--- src/rtl/axi4_uart_tx_fifo_bridge.sv ---
`timescale 1ns/1ps
// AXI4 single-beat slave with a TX FIFO feeding an 8N1 UART serialiser.
// Window at BASE_ADDR: 0x0 TXDATA (W), 0x4 STATUS (R), 0x8/0xC reserved.
// Ports: CLK, RST_N (async, active-low), AXI4 AW/W/B/AR/R slave channels
// (s_*), uart_tx (idle high), uart_active (TX busy or FIFO non-empty).
// Optional macro UART_PARITY_EN adds an even-parity bit (11-bit frames)
// and sets STATUS bit3.
module axi4_uart_tx_fifo_bridge #(
   parameter int          CLK_HZ     = 12000000,
   parameter int          BAUD       = 115200,
   parameter int          FIFO_DEPTH = 16,
   parameter logic [31:0] BASE_ADDR  = 32'h9000_0000,
   parameter int          ID_W       = 4
) (
   input  logic            CLK,
   input  logic            RST_N,
   input  logic            s_AWVALID,
   output logic            s_AWREADY,
   input  logic [31:0]     s_AWADDR,
   input  logic [ID_W-1:0] s_AWID,
   input  logic            s_WVALID,
   output logic            s_WREADY,
   input  logic [31:0]     s_WDATA,
   input  logic [3:0]      s_WSTRB,
   output logic            s_BVALID,
   input  logic            s_BREADY,
   output logic [1:0]      s_BRESP,
   output logic [ID_W-1:0] s_BID,
   input  logic            s_ARVALID,
   output logic            s_ARREADY,
   input  logic [31:0]     s_ARADDR,
   input  logic [ID_W-1:0] s_ARID,
   output logic            s_RVALID,
   input  logic            s_RREADY,
   output logic [31:0]     s_RDATA,
   output logic [1:0]      s_RRESP,
   output logic            s_RLAST,
   output logic [ID_W-1:0] s_RID,
   output logic            uart_tx,
   output logic            uart_active
);

   localparam int DIV   = CLK_HZ / BAUD;
   localparam int AW    = $clog2(FIFO_DEPTH);
   localparam int CW    = $clog2(DIV);
   localparam int DIVM1 = DIV - 1;
   localparam logic [AW:0]   FULL_LVL = FIFO_DEPTH[AW:0];
   localparam logic [AW:0]   PTR_ONE  = 1;
   localparam logic [CW-1:0] DIV_LAST = DIVM1[CW-1:0];
   localparam logic [CW-1:0] CNT_ONE  = 1;

   typedef enum logic {WR_IDLE, WR_RESP} wr_state_t;
   typedef enum logic {RD_IDLE, RD_RESP} rd_state_t;
   typedef enum logic [2:0] {
      TX_IDLE, TX_START, TX_DATA, TX_PARITY, TX_STOP
   } tx_state_t;

   wr_state_t wr_state, wr_next;
   rd_state_t rd_state, rd_next;
   tx_state_t tx_state, tx_next;

   logic            rst_done;
   logic [AW:0]     wptr, rptr, level;
   logic [7:0]      mem [FIFO_DEPTH];
   logic            fifo_full, fifo_empty, push, pop;
   logic            aw_hit, aw_push, wr_acc;
   logic            ar_hit, rd_acc, tx_busy, par_flag;
   logic [31:0]     status, rd_val;
   logic [ID_W-1:0] bid_q, rid_q;
   logic [1:0]      bresp_q, rresp_q;
   logic [31:0]     rdata_q;
   logic [CW-1:0]   baud_cnt;
   logic [2:0]      bit_cnt;
   logic [7:0]      shreg;
   logic            bit_end;
   logic            unused_ok;
`ifdef UART_PARITY_EN
   logic            par_bit;
`endif

   assign unused_ok = ^{s_WDATA[31:8], s_WSTRB[3:1],
                        s_AWADDR[1:0], s_ARADDR[1:0]};

   // FIFO occupancy from registered pointers only
   assign level      = wptr - rptr;
   assign fifo_full  = (level == FULL_LVL);
   assign fifo_empty = (level == '0);

   // Write channel
   assign aw_hit  = (s_AWADDR[31:4] == BASE_ADDR[31:4]);
   assign aw_push = aw_hit & (s_AWADDR[3:2] == 2'd0) & s_WSTRB[0];

   always_comb begin
      wr_next = wr_state;
      wr_acc  = 1'b0;
      case (wr_state)
         WR_IDLE:
            if (rst_done & s_AWVALID & s_WVALID
                & ~(aw_push & fifo_full)) begin
               wr_acc  = 1'b1;
               wr_next = WR_RESP;
            end
         WR_RESP:
            if (s_BREADY) wr_next = WR_IDLE;
         default: wr_next = WR_IDLE;
      endcase
   end

   assign s_AWREADY = wr_acc;
   assign s_WREADY  = wr_acc;
   assign s_BVALID  = (wr_state == WR_RESP);
   assign s_BRESP   = bresp_q;
   assign s_BID     = bid_q;
   assign push      = wr_acc & aw_push;

   // Read channel
`ifdef UART_PARITY_EN
   assign par_flag = 1'b1;
`else
   assign par_flag = 1'b0;
`endif
   assign tx_busy = (tx_state != TX_IDLE);
   assign status  = {16'd0, 8'(level), 4'd0,
                     par_flag, fifo_empty, fifo_full, tx_busy};
   assign ar_hit  = (s_ARADDR[31:4] == BASE_ADDR[31:4]);
   assign rd_val  = (ar_hit && s_ARADDR[3:2] == 2'd1) ? status : '0;

   always_comb begin
      rd_next = rd_state;
      rd_acc  = 1'b0;
      case (rd_state)
         RD_IDLE:
            if (rst_done & s_ARVALID) begin
               rd_acc  = 1'b1;
               rd_next = RD_RESP;
            end
         RD_RESP:
            if (s_RREADY) rd_next = RD_IDLE;
         default: rd_next = RD_IDLE;
      endcase
   end

   assign s_ARREADY = rst_done & (rd_state == RD_IDLE);
   assign s_RVALID  = (rd_state == RD_RESP);
   assign s_RDATA   = rdata_q;
   assign s_RRESP   = rresp_q;
   assign s_RID     = rid_q;
   assign s_RLAST   = 1'b1;

   // rst_done keeps every READY low while reset is held
   always_ff @(posedge CLK or negedge RST_N) begin
      if (!RST_N) begin
         rst_done <= 1'b0;
         wr_state <= WR_IDLE;
         rd_state <= RD_IDLE;
         bid_q    <= '0;
         bresp_q  <= '0;
         rid_q    <= '0;
         rresp_q  <= '0;
         rdata_q  <= '0;
      end else begin
         rst_done <= 1'b1;
         wr_state <= wr_next;
         rd_state <= rd_next;
         if (wr_acc) begin
            bid_q   <= s_AWID;
            bresp_q <= aw_hit ? 2'b00 : 2'b11;
         end
         if (rd_acc) begin
            rid_q   <= s_ARID;
            rdata_q <= rd_val;
            rresp_q <= ar_hit ? 2'b00 : 2'b11;
         end
      end
   end

   // FIFO storage and pointers
   always_ff @(posedge CLK) begin
      if (push) mem[wptr[AW-1:0]] <= s_WDATA[7:0];
   end

   always_ff @(posedge CLK or negedge RST_N) begin
      if (!RST_N) begin
         wptr <= '0;
         rptr <= '0;
      end else begin
         if (push) wptr <= wptr + PTR_ONE;
         if (pop)  rptr <= rptr + PTR_ONE;
      end
   end

   // TX serialiser
   assign bit_end = (baud_cnt == DIV_LAST);

   always_comb begin
      tx_next = tx_state;
      pop     = 1'b0;
      case (tx_state)
         TX_IDLE:
            if (!fifo_empty) begin
               pop     = 1'b1;
               tx_next = TX_START;
            end
         TX_START:
            if (bit_end) tx_next = TX_DATA;
         TX_DATA:
            if (bit_end && bit_cnt == 3'd7) begin
`ifdef UART_PARITY_EN
               tx_next = TX_PARITY;
`else
               tx_next = TX_STOP;
`endif
            end
`ifdef UART_PARITY_EN
         TX_PARITY:
            if (bit_end) tx_next = TX_STOP;
`endif
         TX_STOP:
            if (bit_end) begin
               // chain straight into the next start bit
               if (!fifo_empty) begin
                  pop     = 1'b1;
                  tx_next = TX_START;
               end else begin
                  tx_next = TX_IDLE;
               end
            end
         default: tx_next = TX_IDLE;
      endcase
   end

   always_comb begin
      uart_tx = 1'b1;
      case (tx_state)
         TX_START: uart_tx = 1'b0;
         TX_DATA:  uart_tx = shreg[0];
`ifdef UART_PARITY_EN
         TX_PARITY: uart_tx = par_bit;
`endif
         default:  uart_tx = 1'b1;
      endcase
   end

   always_ff @(posedge CLK or negedge RST_N) begin
      if (!RST_N) begin
         tx_state <= TX_IDLE;
         baud_cnt <= '0;
         bit_cnt  <= '0;
         shreg    <= '0;
`ifdef UART_PARITY_EN
         par_bit  <= 1'b0;
`endif
      end else begin
         tx_state <= tx_next;
         if (pop) begin
            shreg    <= mem[rptr[AW-1:0]];
`ifdef UART_PARITY_EN
            par_bit  <= ^mem[rptr[AW-1:0]];
`endif
            baud_cnt <= '0;
            bit_cnt  <= '0;
         end else if (tx_state != TX_IDLE) begin
            if (bit_end) begin
               baud_cnt <= '0;
               if (tx_state == TX_DATA) begin
                  shreg   <= {1'b0, shreg[7:1]};
                  bit_cnt <= bit_cnt + 3'd1;
               end
            end else begin
               baud_cnt <= baud_cnt + CNT_ONE;
            end
         end
      end
   end

   assign uart_active = tx_busy | ~fifo_empty;

endmodule

--- config.mk ---
export PLATFORM = sky130hd
export DESIGN_NAME = axi4_uart_tx_fifo_bridge
export DESIGN_NICKNAME = d
export VERILOG_FILES = /design/src/rtl/axi4_uart_tx_fifo_bridge.sv
export SDC_FILE = /design/constraint.sdc
export NUM_CORES = 1
export LEC_CHECK = 0
export BUFFER_PORTS_ARGS = -buffer_cell sky130_fd_sc_hd__clkbuf_2
export CAP_MARGIN = 0
export CORE_ASPECT_RATIO = 1.75
export CORE_MARGIN = 2
export CORE_UTILIZATION = 61
export CTS_BUF_LIST = sky130_fd_sc_hd__clkbuf_4 sky130_fd_sc_hd__clkbuf_8
export CTS_CLUSTER_SIZE = 24
export DETAILED_ROUTE_END_ITERATION = 10
export GPL_TIMING_DRIVEN = 0
export PLACE_DENSITY = 0.9
export SLEW_MARGIN = 40
export SYNTH_ARGS = -nofsm -noshare
export SYNTH_HDL_FRONTEND = slang
export SYNTH_SLANG_ARGS = --single-unit
--- constraint.sdc ---
create_clock -name CLK -period 10.95 [get_ports CLK]
set_clock_uncertainty 0.15 [all_clocks]
set_input_delay 2.7375 -clock CLK [delete_from_list [all_inputs] [get_ports CLK]]
set_output_delay 2.7375 -clock CLK [all_outputs]
set_load 0.005 [all_outputs]
==> PnR_summary.wiki, run 1 <==
{| class="wikitable"
! Metric !! Value
|-
| Worst relative slew slack || 42.0%
|-
| Clock tree from TritonCTS || done
|-
| Floorplan die area || 13,800 um^2
|-
| Static power due to leakage || ~3.7 nW
|-
| Fraction of synthesis flops using an asynchronous set or reset pin || just under 30%
|-
| Floorplan core area || around 12,000 um^2
|-
| Portion of total power attributed to the clock network || 36.0%
|-
| Highest-count cells in the layout ignoring fill and taps || sky130_fd_sc_hd__edfxtp_1 (128), sky130_fd_sc_hd__clkbuf_2 (109), sky130_fd_sc_hd__dfrtp_1 (52)
|-
| Sequential power share || 59.6%
|-
| Final count of pins violating max slew || 0
|-
| Most frequent standard cell in the layout excluding fill and tap cells || sky130_fd_sc_hd__edfxtp_1
|-
| Final Hold Vio Count || 0
|-
| Average cell area after synthesis || between 15 and 20 um^2
|-
| Vias in the first global route || 5,269
|-
| Total setup violations reported at the end of the flow || 0
|-
| Later-pin clock latency in the skew report || between 400 and 500 ps
|-
| Data arrival time of the critical path || around 4200 ps
|-
| Number of sinks on the clock net || 180
|-
| Boundary Pins || approximately 170
|-
| Maximum ir drop on the vdd rail || 108 uV
|-
| Number of diodes || 0
|-
| Initial antenna violation count || 0
|-
| Ys Warns || 0
|-
| Post-detailed-placement half-perimeter wirelength || between 10 and 15 mm
|-
| Router iterations before antenna repair || 5
|-
| Number of setup buffers added after CTS || 0
|-
| Crit Path Class || in -> out
|-
| Combinational fraction of design power || under 10%
|-
| Maximum number of pins on one net before global-route repair || 53
|-
| Layout-stage area growth over the synthesis result || 18.2%
|-
| Sequential cell area in the final layout || 5140 um^2
|-
| Slew @ Worst Pin || 869 ps
|-
| DRC violation total after the first TritonRoute iteration || 310
|-
| Multi-input gate area in the final layout || roughly 2500 um^2
|-
| Maximum capacitance violations || 0
|-
| Achievable frequency || about 0.14 GHz
|-
| Clock root buffer master || sky130_fd_sc_hd__clkbuf_8
|-
| Routed vias || between 5k and 6k
|-
| Areal power density over the cells || around 130 nW/um^2
|-
| Net load switching power || a little under 0.0003 W
|-
| Required time worst endpoint || 8060 ps
|-
| Wire per inst || 21.1 um
|-
| Number of flip-flops and latches in the synthesized netlist || 180
|-
| Switching part of the total power || between 20 and 25%
|-
| DRT antenna net count || 0
|-
| Global-route wire length before repair || 28.2 mm
|-
| Total wire length after detailed routing || approximately 18 mm
|-
| Post-cts gate resize count || 0
|-
| Number of rows created at floorplan || 54
|-
| Buffer levels on the longest clock path || 2
|-
| GPL Wtd Cong || around 0.87
|-
| Highest fanout seen on the critical path || 8
|-
| Fraction of the core area covered by cells at the end of the flow || approximately 74%
|-
| Vert. Die Dim || 154 um
|-
| Critical Path End Type || output pin
|-
| Internal power component || approximately 0.00096 W
|-
| Number of distinct standard cells referenced by the synthesized netlist || 53
|-
| Final nets || roughly 790
|-
| Cts bufs inserted || 17
|-
| Count of buffers from port buffering || 110
|-
| Die width || 89.7 um
|-
| Number of enable flip-flop cells after synthesis || approximately 130
|-
| Clock transition at path regs || around 100 ps
|-
| Result of the run || finished, final reports clean
|-
| Ratio of final minimum period to clock period || between 60% and 70%
|-
| Number of filler cells placed in the layout || roughly 730
|-
| Overall track demand over capacity in global routing || between 20 and 30%
|-
| Hold buffer count at cts || 0
|-
| Most used flip-flop cell after synthesis || sky130_fd_sc_hd__edfxtp_1
|-
| GR Overflow Total || 0
|-
| Cells after synthesis || around 500
|-
| Synthesized cell area || 7850 um^2
|-
| Share of layout cells above drive strength 1 || about two fifths
|-
| Aggregate negative setup slack || 0 ps
|-
| Sequential share of the synthesized area || around two thirds
|-
| DRC || 0
|-
| Post-route minimum period || a little over 7000 ps
|-
| Vias per cell || 5.94
|-
| Setup repair after global routing missed its margin || false
|-
| H-tree levels || 4
|-
| HP Class || reg -> reg
|-
| Effective utilization at floorplan || a little over three fifths
|-
| Critical path startpoint category || input port
|}
## path summary, 6_finish.rpt
check                                         from                       to  slack (ps)  cells past startpoint
max                                   s_AWADDR[14]                 s_WREADY        3870                      7
min reg2reg                s_RDATA[11]$_DFFE_PN0P_  s_RDATA[11]$_DFFE_PN0P_         340                      2
min in group asynchronous                    RST_N  baud_cnt[2]$_DFFE_PN0P_        2160                      1
max reg2reg                    rptr[1]$_DFFE_PN0N_      mem[5][3]$_DFFE_PP_        6460                     10
max in group asynchronous                    RST_N     s_RID[3]$_DFFE_PN0P_        8020                      1
min                        s_RDATA[11]$_DFFE_PN0P_  s_RDATA[11]$_DFFE_PN0P_         340                      2
## flip-flops by register name, indices dropped and copies added (netlist names)
name,count
mem,128
s_RDATA,8
shreg,8
baud_cnt,7
rptr,5
wptr,5
s_BID,4
s_RID,4
bit_cnt,3
tx_state,3
rst_done,1
s_BRESP,1
s_BVALID,1
s_RRESP,1
s_RVALID,1
## layer usage
layer	GRT usage (%)	wire length [um]	vias up
met5	0	0	-
met4	12.8	724	0
li1	-	-	2200
met1	28.5	5880	2496
met2	51.6	10200	259
met3	5.34	1050	62
## cell families after synthesis
| logic type | share of synthesized area (%) |
|---|---|
| buf+inv | 4.39 |
| simple gates | 7.54 |
| compound gates | 4.79 |
| fa+ha+maj | 2.17 |
| flops | 65.6 |
| xor+xnor | 1.99 |
| mux | 13.4 |
| other cells | 0.0957 |
## cells in the mapped netlist, types with 4 or more instances
library cell | n | area share, %
sky130_fd_sc_hd__xnor2_1 | 12 | 1.3
sky130_fd_sc_hd__nor4_1 | 21 | 1.7
sky130_fd_sc_hd__a21oi_1 | 11 | 0.70
sky130_fd_sc_hd__nand2_1 | 26 | 1.2
sky130_fd_sc_hd__mux4_2 | 33 | 9.5
sky130_fd_sc_hd__edfxtp_1 | 128 | 49
sky130_fd_sc_hd__buf_2 | 5 | 0.32
sky130_fd_sc_hd__nor2b_1 | 5 | 0.40
sky130_fd_sc_hd__a22oi_1 | 12 | 1.1
sky130_fd_sc_hd__nand4_1 | 6 | 0.48
sky130_fd_sc_hd__buf_4 | 29 | 2.8
sky130_fd_sc_hd__dfrtp_1 | 52 | 17
sky130_fd_sc_hd__nand3_1 | 8 | 0.51
sky130_fd_sc_hd__xor2_1 | 4 | 0.45
sky130_fd_sc_hd__o21ai_0 | 12 | 0.77
sky130_fd_sc_hd__clkbuf_1 | 8 | 0.38
sky130_fd_sc_hd__nor2_1 | 19 | 0.91
sky130_fd_sc_hd__inv_1 | 17 | 0.81
sky130_fd_sc_hd__mux2_2 | 25 | 3.6
sky130_fd_sc_hd__nor3_1 | 5 | 0.32
sky130_fd_sc_hd__ha_1 | 12 | 1.9
## worst max-delay path: stages
cell and delay, ps:
sky130_fd_sc_hd__clkbuf_2 80, sky130_fd_sc_hd__nor4_1 260, sky130_fd_sc_hd__and4_1 290, sky130_fd_sc_hd__and2_1 190, sky130_fd_sc_hd__a41oi_2 290, sky130_fd_sc_hd__buf_4 240
sky130_fd_sc_hd__clkbuf_2 100
## metrics by stage
step	hold WS (ps)	instances	total power [W]	cell area [um^2]	setup WS, ps
detailed placement	326	812	0.000811	8840	3910
global placement	314	798	0.000808	8700	3970
CTS	344	844	0.00125	9250	3890
global route	370	844	0.00128	9280	3700
floorplan	310	520	0.000775	7940	4270
finish	341	844	0.00124	9280	3870
## power groups by stage
stage	registers, W	logic (W)	clock network (W)
finish	0.000741	0.0000553	0.000448
global route	0.000742	0.0000605	0.000478
CTS	0.000741	0.0000549	0.000451
detailed placement	0.000756	0.0000547	0
global placement	0.000756	0.0000522	0
floorplan	0.000757	0.0000186	0
## layout make-up
| class | count | area share, % |
|---|---|---|
| multi-input combinational | 279 | 27.5 |
| sequential | 180 | 55.5 |
| buffer | 44 | 3.02 |
| inverter | 17 | 0.688 |
| timing repair buffer | 124 | 6.72 |
| clock buffer | 17 | 2.52 |
| clock inverter | 15 | 1.85 |
| tap | 168 | 2.27 |
(Power assumes the default switching activity.)
==> inputs of run 2 (changes only) <==
Settings changed: CORE_UTILIZATION 61 to 57, PLACE_DENSITY 0.9 to 0.85.
Clock period 10.95 ns to 6.6 ns, I/O delays scaled along.
==> run 2 against run 1 <==
  * Final cell count grew 0.71%
  * Core utilization fell by 5.5 points
  * Cell area decreased by 0.36%
  * Total power increased by 63%
  * Non-clock buffer count did not move
  * Clock power increased by 58%
  * Largest power group unchanged
  * Global-route usage decreased by 3.7 points
  * Via count shrank 1.6%
==> PnR_summary.wiki, run 2 (synthesized netlist as in run 1, its figures left out) <==
{| class="wikitable"
! Metric !! Value
|-
| Buffer levels on the longest clock path || 2 (unchanged)
|-
| Worst relative slew slack || 38.6% (was 42.0%)
|-
| Static power due to leakage || 3.66 nW (about the same)
|-
| Maximum ir drop on the vdd rail || 187 uV (was 108 uV)
|-
| GPL Wtd Cong || 0.885 (was 0.872)
|-
| Post-route minimum period || between 5000 and 6000 ps
|-
| Vias per cell || 5.81 (was 5.94)
|-
| DRC violation total after the first TritonRoute iteration || 246 (was 310)
|-
| Vert. Die Dim || 159 um (was 154 um)
|-
| Count of buffers from port buffering || 110 (unchanged)
|-
| Number of setup buffers added after CTS || 0 (unchanged)
|-
| Highest-count cells in the layout ignoring fill and taps || sky130_fd_sc_hd__edfxtp_1 (128), sky130_fd_sc_hd__clkbuf_2 (109), sky130_fd_sc_hd__dfrtp_1 (52) (unchanged)
|-
| Data arrival time of the critical path || 3830 ps (was 4190 ps)
|-
| Combinational fraction of design power || 4.5% (was 4.4%)
|-
| Net load switching power || 0.000451 W (was 0.000288 W)
|-
| Areal power density over the cells || 220 nW/um^2 (was 134 nW/um^2)
|-
| Floorplan die area || 14,800 um^2 (was 13,800 um^2)
|-
| Fraction of the core area covered by cells at the end of the flow || 68.7% (was 74.2%)
|-
| Sequential cell area in the final layout || 5140 um^2 (unchanged)
|-
| Final Hold Vio Count || 0 (unchanged)
|-
| Cts bufs inserted || 17 (unchanged)
|-
| Final count of pins violating max slew || 0 (unchanged)
|-
| Highest fanout seen on the critical path || 10 (was 8)
|-
| Total setup violations reported at the end of the flow || 0 (unchanged)
|-
| Crit Path Class || reg -> out (was in -> out)
|-
| Clock transition at path regs || 100 ps (about the same)
|-
| Critical path's largest stage delay || 540 ps (was 290 ps)
|-
| Aggregate negative setup slack || 0 ps (unchanged)
|-
| Global-route wire length before repair || 25.7 mm (was 28.2 mm)
|-
| Overall track demand over capacity in global routing || 23.4% (was 27.1%)
|-
| Setup repair after global routing missed its margin || false (unchanged)
|-
| Die width || 92.7 um (was 89.7 um)
|-
| DRC || 0 (unchanged)
|-
| Hold buffer count at cts || 0 (unchanged)
|-
| H-tree levels || 4 (unchanged)
|-
| Cell at the slowest stage of the critical path || sky130_fd_sc_hd__buf_1 (was sky130_fd_sc_hd__and4_1)
|-
| Number of rows created at floorplan || 56 (was 54)
|-
| Sequential power share || 60.6% (was 59.6%)
|-
| Floorplan core area || 13,500 um^2 (was 12,500 um^2)
|-
| Slew @ Worst Pin || 916 ps (was 869 ps)
|-
| Post-detailed-placement half-perimeter wirelength || 12.9 mm (was 13.2 mm)
|-
| GR Overflow Total || 0 (unchanged)
|-
| Initial antenna violation count || 0 (unchanged)
|-
| Worst hold path startpoint || s_RDATA[0]$_DFFE_PN0P_ (was s_RDATA[11]$_DFFE_PN0P_)
|-
| Achievable frequency || 0.178 GHz
|-
| Critical path startpoint category || flip-flop (was input port)
|-
| Finished Cell Area || 9240 um^2 (was 9280 um^2)
|-
| Clock tree from TritonCTS || done (unchanged)
|-
| Switching part of the total power || 22.2% (was 23.2%)
|-
| Internal power component || 0.00158 W (was 0.000956 W)
|-
| Worst-case setup margin in the final layout || 967 ps (was 3870 ps)
|-
| Routed vias || 4,935 (was 5,017)
|-
| Later-pin clock latency in the skew report || 460 ps (was 480 ps)
|-
| Boundary Pins || 167 (unchanged)
|-
| Post-cts gate resize count || 0 (unchanged)
|-
| Post-Place Setup Slack || 1480 ps (was 3910 ps)
|-
| HP Class || reg -> reg (unchanged)
|-
| Ordered list of cells on the worst path || clkbuf_1, buf_1, inv_1, ha_1, nand3b_1, a221o_2, a21oi_1, a41oi_2, buf_4, clkbuf_2 (was clkbuf_2, nor4_1, and4_1, and2_1, a41oi_2, buf_4, clkbuf_2)
|-
| Most frequent standard cell in the layout excluding fill and tap cells || sky130_fd_sc_hd__edfxtp_1 (unchanged)
|-
| Setup crit start || rptr[1]$_DFFE_PN0N_ (was s_AWADDR[14])
|-
| Vias in the first global route || 5,069 (was 5,269)
|-
| Number of flip-flops under the largest register name || 128 (unchanged)
|-
| Critical Path End Type || output pin (unchanged)
|-
| Router iterations before antenna repair || 6 (was 5)
|-
| Worst reg2reg path startpoint || rptr[1]$_DFFE_PN0N_ (unchanged)
|-
| Multi-input gate area in the final layout || 2530 um^2 (was 2550 um^2)
|-
| Final nets || 791 (unchanged)
|-
| Maximum number of pins on one net before global-route repair || 53 (unchanged)
|-
| Number of filler cells placed in the layout || 895 (was 731)
|-
| Effective utilization at floorplan || 58.3% (was 62.8%)
|-
| Total wire length after detailed routing || 16.8 mm (was 17.8 mm)
|-
| Layout-stage area growth over the synthesis result || 17.8% (was 18.2%)
|-
| Maximum capacitance violations || 0 (unchanged)
|-
| Area post-placement || 8850 um^2 (was 8840 um^2)
|-
| Wire per inst || 19.7 um (was 21.1 um)
|-
| Final total power || 0.00203 W (was 0.00124 W)
|-
| Result of the run || finished, final reports clean (unchanged)
|-
| Required time worst endpoint || 4800 ps (was 8060 ps)
|-
| Number of sinks on the clock net || 180 (unchanged)
|-
| Share of layout cells above drive strength 1 || 39.9% (was 39.5%)
|-
| Clock root buffer master || sky130_fd_sc_hd__clkbuf_8 (unchanged)
|-
| Ratio of final minimum period to clock period || 85.4%
|-
| Portion of total power attributed to the clock network || 34.9% (was 36.0%)
|-
| DRT antenna net count || 0 (unchanged)
|-
| Number of diodes || 0 (unchanged)
|}
==> run 2: worst max-delay path, delay by kind of cell (launching register included) <==
kind	cells	cell delay (ps)
AO/OA/AOI/OAI	3	1050
adder cells (fa/ha/maj)	1	310
buffers and inverters	5	1450
AND/OR/NAND/NOR	1	130
flip-flops	1	420
==> run 2: power by group through the flow <==
stage                     logic [W]  registers [W]  clock network, W
after floorplan           0.0000308        0.00126                 0
after global placement    0.0000874        0.00125                 0
after detailed placement  0.0000912        0.00126                 0
after CTS                 0.0000915        0.00123          0.000724
after global routing      0.0000998        0.00123          0.000765
final                     0.0000905        0.00123          0.000709
==> run 2: final timing paths <==
path                                                 to  slack [ps]  depth (start not counted)
worst min-delay path             s_RDATA[0]$_DFFE_PN0P_         330                          2
worst max register to register      mem[7][0]$_DFFE_PP_        1850                         10
max in group asynchronous       s_RDATA[10]$_DFFE_PN0P_        4740                          1
worst min register to register   s_RDATA[0]$_DFFE_PN0P_         330                          2
min in group asynchronous       baud_cnt[1]$_DFFE_PN0P_        1090                          1
worst max-delay path                           s_WREADY         970                         10
==> run 2: layer usage <==
layer  vias to the layer above  wire length (um)  GRT usage [%]
met3                        63              1040           4.54
li1                       2194                 -              -
met4                         0               934           13.9
met1                      2438              5370           23.2
met5                         -                 0              0
met2                       240              9410           43.9
==> run 2: area by class of cell <==
type | instances | share of cell area, %
Timing Repair Buffer | 124 | 6.74
Tap cell | 174 | 2.36
Buffer | 44 | 3.03
Sequential cell | 180 | 55.7
Clock inverter | 15 | 1.58
Multi-Input combinational cell | 279 | 27.4
Inverter | 17 | 0.690
Clock buffer | 17 | 2.53
==> run 2: per-stage QoR <==
stage | std cells | hold WS, ps
2_1_floorplan | 520 | 310
3_3_place_gp | 804 | 318
3_5_place_dp | 818 | 320
4_1_cts | 850 | 339
5_1_grt | 850 | 374
6_report | 850 | 335
==> inputs of run 3 (changes only) <==
Settings changed: ABC_AREA set to 1, PLACE_DENSITY 0.85 to 0.84.
==> run 3 against run 2 <==
  * Clock-buffer cell count increased by 2
  * Critical path depth is 3 higher
  * Non-clock buffer count shrank 1
==> PnR_summary.wiki, run 3 <==
{| class="wikitable"
! Metric !! Value
|-
| Areal power density over the cells || 207 nW/um^2 (was 220 nW/um^2)
|-
| Number of flip-flops under the largest register name || 128 (unchanged)
|-
| Cells after synthesis || 897 (was 496)
|-
| Global-route wire length before repair || 30.2 mm (was 25.7 mm)
|-
| Clock root buffer master || sky130_fd_sc_hd__clkbuf_8 (unchanged)
|-
| Number of distinct standard cells referenced by the synthesized netlist || 35 (was 53)
|-
| Setup crit start || s_AWADDR[8] (was rptr[1]$_DFFE_PN0N_)
|-
| Required time worst endpoint || 4800 ps (about the same)
|-
| Number of diodes || 0 (unchanged)
|-
| Number of flip-flops and latches in the synthesized netlist || 180 (unchanged)
|-
| Layout-stage area growth over the synthesis result || 14.4% (was 17.8%)
|-
| Post-route insts no fill || 1,246 (was 850)
|-
| Most Frequent Cell on Critical Path || sky130_fd_sc_hd__nand2_1
|-
| Data arrival time of the critical path || 2940 ps (was 3830 ps)
|-
| Wire per inst || 16.1 um (was 19.7 um)
|-
| Worst flop-to-flop path endpoint || mem[11][3]$_DFFE_PP_ (was mem[7][0]$_DFFE_PP_)
|-
| DRC || 0 (unchanged)
|-
| Vert. Die Dim || 165 um (was 159 um)
|-
| Wire length on met1 || 6.45 mm (was 5.37 mm)
|-
| Result of the run || finished, final reports clean (unchanged)
|-
| Die width || 96.2 um (was 92.7 um)
|-
| Sequential share of the synthesized area || 60.7% (was 65.6%)
|-
| Count of buffers from port buffering || 110 (unchanged)
|-
| Total met3 wirelength after detailed routing || 1.36 mm (was 1.04 mm)
|-
| Ordered list of cells on the worst path || clkbuf_2, inv_1, nand2_1, nor2_1, nand2_1, nor2_1, nand2_1, nor2_2, nand2_2, nand2_4, inv_2, buf_4, clkbuf_2 (was clkbuf_1, buf_1, inv_1, ha_1, nand3b_1, a221o_2, a21oi_1, a41oi_2, buf_4, clkbuf_2)
|-
| Static power due to leakage || 4.45 nW (was 3.66 nW)
|-
| Total setup violations reported at the end of the flow || 0 (unchanged)
|-
| Aggregate negative setup slack || 0 ps (unchanged)
|-
| Routed vias || 6,670 (was 4,935)
|-
| DRC violation total after the first TritonRoute iteration || 522 (was 246)
|-
| Highest-count cells in the layout ignoring fill and taps || sky130_fd_sc_hd__nand2_1 (231), sky130_fd_sc_hd__nor2_1 (147), sky130_fd_sc_hd__edfxtp_1 (128) (was sky130_fd_sc_hd__edfxtp_1 (128), sky130_fd_sc_hd__clkbuf_2 (109), sky130_fd_sc_hd__dfrtp_1 (52))
|-
| Crit Path Class || in -> out (was reg -> out)
|-
| Synth top area cells || sky130_fd_sc_hd__edfxtp_1 (45%), sky130_fd_sc_hd__dfrtp_1 (15%), sky130_fd_sc_hd__nand2_1 (10%) (was sky130_fd_sc_hd__edfxtp_1 (49%), sky130_fd_sc_hd__dfrtp_1 (17%), sky130_fd_sc_hd__mux4_2 (9.5%))
|-
| Synthesized cell area || 8470 um^2 (was 7850 um^2)
|-
| Later-pin clock latency in the skew report || 470 ps (was 460 ps)
|-
| Achievable frequency || 0.211 GHz (was 0.178 GHz)
|-
| Ratio of final minimum period to clock period || 71.8% (was 85.4%)
|-
| Buffer levels on the longest clock path || 2 (unchanged)
|-
| Initial antenna violation count || 0 (unchanged)
|-
| Boundary Pins || 167 (unchanged)
|-
| H-tree levels || 4 (unchanged)
|-
| Overall track demand over capacity in global routing || 25.8% (was 23.4%)
|-
| HP Class || reg -> reg (unchanged)
|-
| Worst path depth || 13 (was 10)
|-
| Area fraction of the dominant cell type after synthesis || 45.4% (was 49.0%)
|-
| Top Metal Used || met4 (unchanged)
|-
| Setup repair after global routing missed its margin || false (unchanged)
|-
| Maximum ir drop on the vdd rail || 164 uV (was 187 uV)
|-
| Cell at the slowest stage of the critical path || sky130_fd_sc_hd__nor2_2 (was sky130_fd_sc_hd__buf_1)
|-
| Cell with the most instances after synthesis || sky130_fd_sc_hd__nand2_1 (was sky130_fd_sc_hd__edfxtp_1)
|-
| Yosys top cell by area || sky130_fd_sc_hd__edfxtp_1 (unchanged)
|-
| CP Capture Point || s_WREADY (unchanged)
|-
| Fraction of the core area covered by cells at the end of the flow || 66.0% (was 68.7%)
|-
| Number of enable flip-flop cells after synthesis || 128 (unchanged)
|-
| Floorplan core area || 14,700 um^2 (was 13,500 um^2)
|-
| Worst reg2reg path startpoint || rptr[1]$_DFFE_PN0N_ (unchanged)
|-
| Register-to-register setup slack || 3120 ps (was 1850 ps)
|-
| GR Overflow Total || 0 (unchanged)
|-
| Router iterations before antenna repair || 6 (unchanged)
|-
| Number of sinks on the clock net || 180 (unchanged)
|-
| Fraction of synthesis flops using an asynchronous set or reset pin || 28.9% (unchanged)
|-
| Final Hold Vio Count || 0 (unchanged)
|-
| Clock transition at path regs || 100 ps (about the same)
|-
| Final count of pins violating max slew || 0 (unchanged)
|-
| Post-route minimum period || 4740 ps (was 5630 ps)
|-
| Most numerous cell types in the synthesized netlist || sky130_fd_sc_hd__nand2_1 (231), sky130_fd_sc_hd__nor2_1 (148), sky130_fd_sc_hd__edfxtp_1 (128) (was sky130_fd_sc_hd__edfxtp_1 (128), sky130_fd_sc_hd__dfrtp_1 (52), sky130_fd_sc_hd__mux4_2 (33))
|-
| Total wire length after detailed routing || 20.0 mm (was 16.8 mm)
|-
| Sum of buffers and inverters on the critical path || 5 (unchanged)
|-
| Slew @ Worst Pin || 825 ps (was 916 ps)
|-
| Vias in the first global route || 6,283 (was 5,069)
|-
| Most frequent standard cell in the layout excluding fill and tap cells || sky130_fd_sc_hd__nand2_1 (was sky130_fd_sc_hd__edfxtp_1)
|-
| Most used flip-flop cell after synthesis || sky130_fd_sc_hd__edfxtp_1 (unchanged)
|-
| Worst-case reg-to-reg path depth || 13 (was 10)
|-
| Largest delay contributor family on the critical path || simple AND/OR/NAND/NOR gates (was buffers and inverters)
|-
| Cts bufs inserted || 17 (unchanged)
|-
| Hold buffer count at cts || 0 (unchanged)
|-
| Number of setup buffers added after CTS || 0 (unchanged)
|-
| Routed length on met2 || 10.9 mm (was 9.41 mm)
|-
| Critical path startpoint category || input port (was flip-flop)
|-
| Clock tree from TritonCTS || done (unchanged)
|-
| Share of layout cells above drive strength 1 || 20.4% (was 39.9%)
|-
| Ys Warns || 0 (unchanged)
|-
| Critical path's largest stage delay || 160 ps (was 540 ps)
|-
| Final nets || 1,178 (was 791)
|-
| Effective utilization at floorplan || 57.7% (was 58.3%)
|-
| Floorplan die area || 15,900 um^2 (was 14,800 um^2)
|-
| Number of rows created at floorplan || 59 (was 56)
|-
| Maximum capacitance violations || 0 (unchanged)
|-
| Maximum number of pins on one net before global-route repair || 53 (unchanged)
|-
| Vias per cell || 5.35 (was 5.81)
|-
| Post-detailed-placement half-perimeter wirelength || 14.9 mm (was 12.9 mm)
|-
| Placed Instances || 1,214 (was 818)
|-
| Highest fanout seen on the critical path || 7 (was 10)
|-
| Post-cts gate resize count || 0 (unchanged)
|-
| Critical Path End Type || output pin (unchanged)
|-
| GPL Wtd Cong || 0.908 (was 0.885)
|-
| Worst relative slew slack || 44.8% (was 38.6%)
|-
| DRT antenna net count || 0 (unchanged)
|-
| Average cell area after synthesis || 9.44 um^2 (was 15.8 um^2)
|}
==> run 3: changes by cell type after synthesis, moves of 11 or more <==
| cell | change |
|---|---|
| sky130_fd_sc_hd__a22oi_1 | -12 |
| sky130_fd_sc_hd__mux2_2 | -25 |
| sky130_fd_sc_hd__o21ai_1 | +11 |
| sky130_fd_sc_hd__xnor2_1 | -12 |
| sky130_fd_sc_hd__mux4_2 | -33 |
| sky130_fd_sc_hd__o21ai_0 | +52 |
| sky130_fd_sc_hd__inv_1 | +51 |
| sky130_fd_sc_hd__nor2_1 | +129 |
| sky130_fd_sc_hd__nand2_1 | +205 |
| sky130_fd_sc_hd__nor4_1 | -18 |
| sky130_fd_sc_hd__nand3_1 | +46 |
==> run 3: logic make-up after synthesis <==
family / Yosys count / synth area share (%)
buffers and inverters: 134 / 7.77
other: 2 / 0.0886
adder cells (fa/ha/maj): 13 / 2.01
XOR/XNOR: 9 / 0.930
AND/OR/NAND/NOR: 470 / 23.1
AO/OA/AOI/OAI: 89 / 5.42
flip-flops: 180 / 60.7
==> run 3: per-stage QoR <==
stage	instance area (um^2)	total power (W)	setup WS (ps)	hold slack (ps)
2_1_floorplan	8560	0.00129	2220	318
3_3_place_gp	9340	0.00135	1870	312
3_5_place_dp	9340	0.00135	1860	319
4_1_cts	9690	0.00201	1850	340
5_1_grt	9700	0.00207	1630	367
6_report	9700	0.00201	1860	339
==> run 3: worst min path at each step <==
stage,startpoint,endpoint,slack [ps],cells past startpoint
floorplan,baud_cnt[1]$_DFFE_PN0P_,baud_cnt[1]$_DFFE_PN0P_,320,2
global placement,s_RDATA[10]$_DFFE_PN0P_,s_RDATA[10]$_DFFE_PN0P_,310,2
detailed placement,s_RID[0]$_DFFE_PN0P_,s_RID[0]$_DFFE_PN0P_,320,2
CTS,s_RID[0]$_DFFE_PN0P_,s_RID[0]$_DFFE_PN0P_,340,2
global route,s_RID[1]$_DFFE_PN0P_,s_RID[1]$_DFFE_PN0P_,370,2
finish,s_RDATA[1]$_DFFE_PN0P_,s_RDATA[1]$_DFFE_PN0P_,340,2
==> run 3: per-layer routing <==
metal  GRT usage [%]  vias to the layer above
met5               0                        -
met4            16.6                        0
met3            4.31                      102
met2            47.9                      311
met1            25.6                     3073
li1                -                     3184
==> run 3: area by class of cell <==
cell class                      instances  area (um^2)
Clock buffer                           19          249
Multi-Input combinational cell        607         2760
Tap cell                              183          229
Buffer                                 57          369
Fill cell                            1153         4990
Inverter                               77          289
Sequential cell                       180         5140
Clock inverter                         13          100
Timing Repair Buffer                  110          553
==> run 3: power by group <==
group,internal (W),switching (W),total [W]
sequential,0.00122,0.00000726,0.00123
clock,0.000274,0.000404,0.000678
combinational,0.0000467,0.0000520,0.0000987
==> run 3: worst min-delay path, stage by stage, from the launching register on <==
cell and delay, ps:
sky130_fd_sc_hd__dfrtp_1 360, sky130_fd_sc_hd__nand2_1 50, sky130_fd_sc_hd__nand2_1 50
